`config.mk`:
```
export PLATFORM = sky130hd
export DESIGN_NAME = kmeans_stream_tx_flat
export DESIGN_NICKNAME = d
export VERILOG_FILES = /design/src/rtl/kmeans_stream_tx_if.sv /design/src/rtl/kmeans_stream_tx.sv /design/src/flat_wrapper.sv
export SDC_FILE = /design/constraint.sdc
export NUM_CORES = 1
export LEC_CHECK = 0
export BUFFER_PORTS_ARGS = -buffer_cell sky130_fd_sc_hd__buf_4
export CAP_MARGIN = 20
export CORE_MARGIN = 4
export CORE_UTILIZATION = 46
export CTS_BUF_LIST = sky130_fd_sc_hd__clkbuf_8
export CTS_CLUSTER_DIAMETER = 100
export CTS_CLUSTER_SIZE = 12
export DETAILED_ROUTE_END_ITERATION = 6
export SYNTH_ARGS = -nofsm -noshare
export SYNTH_HDL_FRONTEND = slang
export SYNTH_SLANG_ARGS = --single-unit
export TNS_END_PERCENT = 1
```
`constraint.sdc`:
```
create_clock -name clk -period 9.95 [get_ports clk]
set_clock_uncertainty 0.15 [all_clocks]
set_input_delay 0.995 -clock clk [delete_from_list [all_inputs] [get_ports clk]]
set_output_delay 0.995 -clock clk [all_outputs]
set_load 0.005 [all_outputs]
```
`src/rtl/kmeans_stream_tx_if.sv`:
```
// rtl/kmeans_stream_tx_if.sv - loader write port and CORE-side stream bundle
interface kmeans_stream_tx_if;
   logic        wr_en;
   logic [15:0] wr_data;
   logic        wr_ready;
   logic        in_valid;
   logic [15:0] in_data;
   logic        out_valid;

   modport master (
      output wr_en, wr_data, out_valid,
      input  wr_ready, in_valid, in_data
   );

   modport slave (
      input  wr_en, wr_data, out_valid,
      output wr_ready, in_valid, in_data
   );
endinterface

```
`src/rtl/kmeans_stream_tx.sv`:
```
// rtl/kmeans_stream_tx.sv - buffers samples and replays them to CORE as header+data frame
module kmeans_stream_tx #(
   parameter int DEPTH   = 64,
   parameter int AW      = 6,
   parameter int TIMEOUT = 4096
) (
   input  logic                clk,
   input  logic                rst_n,
   kmeans_stream_tx_if.slave   bus,
   input  logic                start,
   output logic                busy,
   output logic                frame_done,
   output logic                timeout,
   output logic [15:0]         res_cnt
);
   localparam logic [AW:0]  DEPTH_W = DEPTH[AW:0];
   localparam logic [31:0]  T_LAST  = TIMEOUT - 1;

   // FIN holds one cycle after the end pulse so busy falls the cycle after it
   typedef enum logic [2:0] {IDLE, HDR, DATA, WAIT, FIN} state_t;

   state_t        state;
   logic [15:0]   mem [DEPTH];
   logic [AW-1:0] wr_ptr;
   logic [AW-1:0] rd_ptr;
   logic [AW:0]   fill;
   logic [AW:0]   fill_next;
   logic          push;
   logic          seen;
   logic [31:0]   timer;

   assign bus.wr_ready = (state == IDLE) && (fill < DEPTH_W);
   assign push         = bus.wr_en && bus.wr_ready;
   assign fill_next    = fill + {{AW{1'b0}}, push};
   assign busy         = (state != IDLE);

   always_ff @(posedge clk) begin
      if (push) mem[wr_ptr] <= bus.wr_data;
   end

   always_ff @(posedge clk or negedge rst_n) begin
      if (!rst_n) begin
         state        <= IDLE;
         wr_ptr       <= '0;
         rd_ptr       <= '0;
         fill         <= '0;
         seen         <= 1'b0;
         timer        <= '0;
         res_cnt      <= '0;
         frame_done   <= 1'b0;
         timeout      <= 1'b0;
         bus.in_valid <= 1'b0;
         bus.in_data  <= '0;
      end else begin
         frame_done <= 1'b0;
         timeout    <= 1'b0;
         if (push) wr_ptr <= wr_ptr + 1'b1;
         case (state)
            IDLE: begin
               fill <= fill_next;
               if (start && fill_next != '0) begin
                  state        <= HDR;
                  bus.in_valid <= 1'b1;
                  bus.in_data  <= 16'(fill_next);
               end
            end
            // Frame length equals the fill, so draining the buffer ends the frame
            HDR, DATA: begin
               if (fill != '0) begin
                  state        <= DATA;
                  bus.in_valid <= 1'b1;
                  bus.in_data  <= mem[rd_ptr];
                  rd_ptr       <= rd_ptr + 1'b1;
                  fill         <= fill - 1'b1;
               end else begin
                  state        <= WAIT;
                  bus.in_valid <= 1'b0;
                  bus.in_data  <= '0;
                  res_cnt      <= '0;
                  seen         <= 1'b0;
                  timer        <= '0;
               end
            end
            WAIT: begin
               if (bus.out_valid) begin
                  seen <= 1'b1;
                  if (res_cnt != 16'hFFFF) res_cnt <= res_cnt + 16'd1;
               end
               if (!bus.out_valid && seen) begin
                  frame_done <= 1'b1;
                  state      <= FIN;
               end else if (timer == T_LAST) begin
                  timeout <= 1'b1;
                  state   <= FIN;
               end else begin
                  timer <= timer + 32'd1;
               end
            end
            FIN:     state <= IDLE;
            default: state <= IDLE;
         endcase
      end
   end
endmodule
```
`src/flat_wrapper.sv`:
```
// flat-port wrapper written by rule: the top's interface ports become plain ports
module kmeans_stream_tx_flat 
#(
   parameter int DEPTH   = 64,
   parameter int AW      = 6,
   parameter int TIMEOUT = 4096
)
  (clk, rst_n, start, busy, frame_done, timeout, res_cnt, bus_wr_en, bus_wr_data, bus_out_valid, bus_wr_ready, bus_in_valid, bus_in_data);
  kmeans_stream_tx_if bus_i ();
  input  logic clk;
  input  logic rst_n;
  input  logic start;
  output logic busy;
  output logic frame_done;
  output logic timeout;
  output logic [15:0] res_cnt;
  input wire logic [$bits(bus_i.wr_en)-1:0] bus_wr_en;
  input wire logic [$bits(bus_i.wr_data)-1:0] bus_wr_data;
  input wire logic [$bits(bus_i.out_valid)-1:0] bus_out_valid;
  output wire logic [$bits(bus_i.wr_ready)-1:0] bus_wr_ready;
  output wire logic [$bits(bus_i.in_valid)-1:0] bus_in_valid;
  output wire logic [$bits(bus_i.in_data)-1:0] bus_in_data;
  assign bus_i.wr_en = bus_wr_en;
  assign bus_i.wr_data = bus_wr_data;
  assign bus_i.out_valid = bus_out_valid;
  assign bus_wr_ready = bus_i.wr_ready;
  assign bus_in_valid = bus_i.in_valid;
  assign bus_in_data = bus_i.in_data;
  kmeans_stream_tx #(.DEPTH(DEPTH), .AW(AW), .TIMEOUT(TIMEOUT)) u_core (.clk(clk), .rst_n(rst_n), .bus(bus_i), .start(start), .busy(busy), .frame_done(frame_done), .timeout(timeout), .res_cnt(res_cnt));
endmodule
```
## Word level (Yosys, flattened, before mapping)

Memories as Yosys holds them, arrays and structs flattened.
Cells that the tools add are included.

| word-level totals | value |
|---|---|
| bits in registers | 90 |
| memory bits (writable) | 1,024 |
| output and inout port bits | 37 |
| memories kept | 1 |

Memories:

| memory | words | width | read ports | clocked after memory_dff | write ports | line | text |
|---|---|---|---|---|---|---|---|
| u_core.mem | 64 | 16 | 1 | 0 | 1 | kmeans_stream_tx.sv:23 | `logic [15:0] mem [DEPTH];` |

| operators by class | value |
|---|---|
| $add $sub $neg | 6 |
| magnitude comparators | 1 |
| equality and inequality tests | 13 |
| multiplexer cells | 31 |
| reduce and logical (&&, ||, !) cells | 19 |

Operators by type and width:

| kind | count |
|---|---|
| 2-to-1 mux 32 bit | 3 |
| 2-to-1 mux 16 bit | 5 |
| case mux 16 bit (2 select lines) | 2 |
| case mux 32 bit (2 select lines) | 1 |
| adder 32 x 1 -> 32 bit, second input constant | 1 |
| equality test 32 x 12 -> 1 bit, second input constant | 1 |
| adder 16 x 1 -> 16 bit, second input constant | 1 |
| inequality test 16 bit, second input constant | 1 |
| case mux 7 bit (2 select lines) | 1 |
| nonzero test 7 bit | 2 |
| adder 6 x 1 -> 6 bit, second input constant | 2 |
| 2-to-1 mux 1 bit | 12 |
| inequality test 2 bit, second input constant | 5 |
| 2-to-1 mux 3 bit | 3 |
| case mux 3 bit (3 select lines) | 1 |
| AND reduction 2 bit | 4 |
| AND reduction 4 bit | 2 |
| adder 7 x 1 -> 7 bit | 1 |
| < comparator 7 bit, second input constant | 1 |
| 2-to-1 mux 7 bit | 1 |
| subtractor 7 x 1 -> 7 bit, second input constant | 1 |
| equality test 3 x 2 -> 1 bit, second input constant | 2 |
| logical AND 1 bit | 4 |
| inequality test 2 x 1 -> 1 bit, second input constant | 2 |
| other kinds (9) | 11 |

## Logic depth before layout (Yosys ltp)

| logic depth | value |
|---|---|
| depth in word-level cells | 8 |
| depth in mapped cells | 13 |
| mapped depth without buffers | 11 |

## Least setup slack after synthesis

OpenSTA, ideal clock, no wires.

| path | value |
|---|---|
| kind | input -> register |
| start point | input port bus_wr_en |
| end point | register u_core.bus.in_data[10] |
| arrival time | 3.097 ns |
| slack | 6.637 ns |
| cell stages on the path | 9 |
| buffers on the path | 1 |
| cells stage by stage | nor3b_2 ha_1 and4_1 nand4_1 a21o_1 o21ai_1 a21o_1 clkbuf_1 a221o_1 |

| on the way | value |
|---|---|
| cells in the longest elaborated chain, start to end | 6 |

RTL lines:

| item | line | text |
|---|---|---|
| from (decl) | flat_wrapper.sv:17 | `input wire logic [$bits(bus_i.wr_en)-1:0] bus_wr_en;` |
| logical AND 1 bit | kmeans_stream_tx.sv:33 | `assign push = bus.wr_en && bus.wr_ready;` |
| adder 7 x 1 -> 7 bit | kmeans_stream_tx.sv:34 | `assign fill_next = fill + {{AW{1'b0}}, push};` |
| nonzero test 7 bit | kmeans_stream_tx.sv:61 | `if (start && fill_next != '0) begin` |
| logical AND 1 bit | kmeans_stream_tx.sv:61 |  |
| inequality test 2 bit (no source line) | n/a |  |
| AND reduction 2 bit (no source line) | n/a |  |
| to (signal assigned) | kmeans_stream_tx.sv:64 | `bus.in_data <= 16'(fill_next);` |
| to (signal assigned) | kmeans_stream_tx.sv:72 | `bus.in_data <= mem[rd_ptr];` |
| to (decl) | kmeans_stream_tx_if.sv:17 | `output wr_ready, in_valid, in_data` |

No other way between the ends.
A chain may end at the register's enable or synchronous reset.

## Final worst setup path

| path | value |
|---|---|
| start point | register u_core.rd_ptr[1] |
| end point | register u_core.bus.in_data[5] |

| on the way | value |
|---|---|
| cells in the longest elaborated chain, start to end | 3 |

RTL lines:

| item | line | text |
|---|---|---|
| from (decl) | kmeans_stream_tx.sv:25 | `logic [AW-1:0] rd_ptr;` |
| from (signal assigned) | kmeans_stream_tx.sv:73 | `rd_ptr <= rd_ptr + 1'b1;` |
| memory read (64 x 16 bit) | n/a |  |
| 2-to-1 mux 16 bit | kmeans_stream_tx.sv:69 | `if (fill != '0) begin` |
| case mux 16 bit (2 select lines) | kmeans_stream_tx.sv:58 | `case (state)` |

No other way between the ends.

==> flow_summary.toml <==
[setup_path]
cp.buffers_inverters = 2
critPathCaptureType = "flop"
slowest_delay_ns = 0.98
worstPathRequired_ns = 10.42
critPathArrivalTime_ns = 5.09
cpMaxStageDelayCell = "dfrtp_4"
cp_top_family = "compound AO/OA/AOI/OAI gates"
r2r_end = "u_core.bus.in_data[5]$_DFFE_PN0P_"
crit_type = "reg2reg"
reg2reg_from = "u_core.rd_ptr[1]$_DFFE_PN0P_"
crit_chain = "buf_4, nand3b_1, buf_4, o221ai_1, a21oi_1, a22oi_1, a21oi_1, o221ai_1"
start_kind = "flop"
regToRegSetupSlack_ns = 5.33
ff2ff_path_depth = 8
critPathMaxFanout = 50

[floorplanning]
dieArea_um2 = 101000
chipHeight_um = 318
die_w_um = 318
coreArea_um2 = 95200
start_util_pct = 46.4
ioPinCount = 58
rows = 113

[sta]
rsz0062_at_grt = "no"
finalSetupViolCount = 0
fmax_ghz = 0.217
fin_crit_sh_pct = 46.4
tightest_slew_ns = 1.07
drv_slew = 0
hold_viol = 0
hold-worst-slack_ns = 0.104
finalCriticalPeriod_ns = 4.62
relSlewSlack_pct = 28.6
setup_tns_ns = 0

[global_routing]
grt_max_degree = 83
first_global_vias = 22400
grt_use_total_pct = 21.2
grt_pass1_wl_mm = 157
antenna_found_initial = 2
gr-total-overflow = 0

[placement]
io_buffers = 57
dp_hpwl_mm = 60.8
dp.cells = 3529
place_congestion = 0.827

[power]
p_comb_share_pct = 30.9
p_int_mw = 7.77
power.ir.vdd_worst_uv = 171
clockPowerShare_pct = 20.9
p_seq_share_pct = 48.1
swShare_pct = 33.1
p_leak_nw = 15.6
finalPower_mw = 11.6
p_sw_mw = 3.85
power.density_nw_per_um2 = 243

[synthesis]
synth-adder-area-share_pct = 0.227
yosysTopAreaCellShare_pct = 69.6
synth_compound_area_share_pct = 3.54
async_reset_ff_share_pct = 8.08
synth_edf_count = 1024
synthMuxAreaShare_pct = 14.8
synth-xor-area-share_pct = 1.25
synthSimpleGateAreaFrac_pct = 3.62
syn_area_um2 = 44200
yosysSeqAreaShare_pct = 74.7
yosys.area.top_type = "edfxtp_1"
synthCells = 2243
synth_top_family_by_area = "multiplexers"
ys.flop_type = "edfxtp_1"
ys_types = 73
ys_seq_elements = 1114
syn_avg_cell_area_um2 = 19.7
netlist_top_cells_area = "edfxtp_1 (70%), mux4_2 (11%), dfrtp_1 (5.1%)"
yosysWarnings = 0
syn_nets = 2272

[drt]
drt-total-wl_mm = 108
m1WireLength_mm = 46.5
met2WireLength_mm = 49.0
dr_wl_met3_mm = 8.48
vias = 22400
wire_per_inst_um = 29.1
dr.pass1.iters = 5
drt_iter0_markers = 2703
drc_errors = 0
drtAntennaViolNets = 0
highest_layer = "met4"
routed_via_density = 6.06

[worst_hold_path]
hold_class = "in2async"

[layout]
final_common_cell = "edfxtp_1"
final_util_pct = 50.3
final_cell_mix = "edfxtp_1 (1024), mux4_2 (223), buf_4 (143)"
area_growth_pct = 8.29
nNetsFinal = 2397
layout-drive-gt1-share_pct = 21.4
fillCellCount = 7614
final_cells = 3705

[clock_tree]
clk_path_buf_depth = 3
numCtsBuffers = 102
cts_tree = "built"
clkSinkCount = 1114
cts_resized = 0
clockRootBuffer = "clkbuf_8"
cts_hold_buf = 0
cts_setup_buffers = 0
htreeDepth = 3
insertion_delay_ns = 0.76
clk_pin_slew_ns = 0.08

[status]
status = "finished clean"

[flow_run]
cap_violations = 0
worst max path at each step:
| stage | start | end | slack (ns) | cells past startpoint |
|---|---|---|---|---|
| global route | u_core.rd_ptr[1]$_DFFE_PN0P_ | u_core.bus.in_data[5]$_DFFE_PN0P_ | 5.20 | 8 |
| finish | u_core.rd_ptr[1]$_DFFE_PN0P_ | u_core.bus.in_data[5]$_DFFE_PN0P_ | 5.33 | 8 |
| CTS | u_core.rd_ptr[1]$_DFFE_PN0P_ | u_core.bus.in_data[5]$_DFFE_PN0P_ | 5.38 | 8 |
| global placement | u_core.rd_ptr[1]$_DFFE_PN0P_ | u_core.bus.in_data[5]$_DFFE_PN0P_ | 5.51 | 8 |
| detailed placement | u_core.rd_ptr[1]$_DFFE_PN0P_ | u_core.bus.in_data[5]$_DFFE_PN0P_ | 5.44 | 8 |
| floorplan | bus_wr_en | u_core.bus.in_data[10]$_DFFE_PN0P_ | 6.64 | 9 |
through the flow:
step / cell area, um^2 / setup WS [ns]
2_1_floorplan: 44200 / 6.64
3_3_place_gp: 46100 / 5.51
3_5_place_dp: 46100 / 5.44
4_1_cts: 47800 / 5.38
5_1_grt: 47800 / 5.20
6_report: 47800 / 5.33
cell families (layout without fill, tap and decap cells):
family                   Yosys count  after routing
flip-flops                      1114           1114
buffers and inverters            136            326
XOR/XNOR                          63             63
AO/OA/AOI/OAI                    219            219
AND/OR/NAND/NOR                  338            338
other                              0              7
adder cells (fa/ha/maj)            8              8
multiplexers                     365            365
cell type report:
| cell class | instances | area (um^2) | area share (%) |
|---|---|---|---|
| inverters | 11 | 41.3 | 0.0864 |
| diodes | 7 | 17.5 | 0.0366 |
| well taps | 1265 | 1580 | 3.31 |
| flip-flops and latches | 1114 | 33000 | 69.0 |
| multi-input cells | 993 | 10400 | 21.7 |
| clock buffers | 103 | 1420 | 2.96 |
| clock inverters | 66 | 269 | 0.563 |
| repair buffers | 146 | 1120 | 2.34 |
cells in the mapped netlist, types with 4 or more instances:
cell and n:
a22oi_1 4, mux2_2 27, ha_1 8, clkbuf_1 50, o22ai_1 13, and2_1 6, a221o_1 11, xnor2_1 30
nor2_1 137, buf_8 8, buf_1 14, nand3b_1 5, a311oi_1 9, xor2_1 33, a221oi_1 24, buf_4 9
and4_1 5, o221ai_1 29, a21oi_1 50, a211oi_1 17, edfxtp_1 1024, buf_6 17, nand4_1 18, and3_1 9
mux2i_1 112, nand2_1 71, mux4_2 223, inv_1 8, buf_2 22, nor4_1 7, or4_1 4, nand3_1 31
o211ai_1 6, o21ai_0 27, dfrtp_1 90, o2111ai_1 4, nor2b_1 15, nor3_1 11
power groups by stage:
stage / clock [mW] / combinational (mW) / sequential, mW
finish: 2.44 / 3.59 / 5.60
global route: 2.71 / 3.82 / 5.62
CTS: 2.51 / 3.60 / 5.60
detailed placement: 0 / 3.60 / 5.71
global placement: 0 / 3.56 / 5.70
floorplan: 0 / 2.64 / 5.44
flip-flops by register name, summed over array words and instances (netlist names):
register / count
u_core.bus.in_data: 16
u_core.frame_done: 1
u_core.res_cnt: 16
u_core.timeout: 1
u_core.seen: 1
u_core.mem: 1024
u_core.bus.in_valid: 1
u_core.fill: 7
u_core.timer: 32
u_core.wr_ptr: 6
u_core.state: 3
u_core.rd_ptr: 6
per-layer routing:
layer	global-route usage, %	vias to the layer above
met5	0	-
met4	7.09	0
met3	4.31	167
met2	31.8	911
met1	31.4	12000
li1	-	9392
Power figures use the tool's default switching activity.
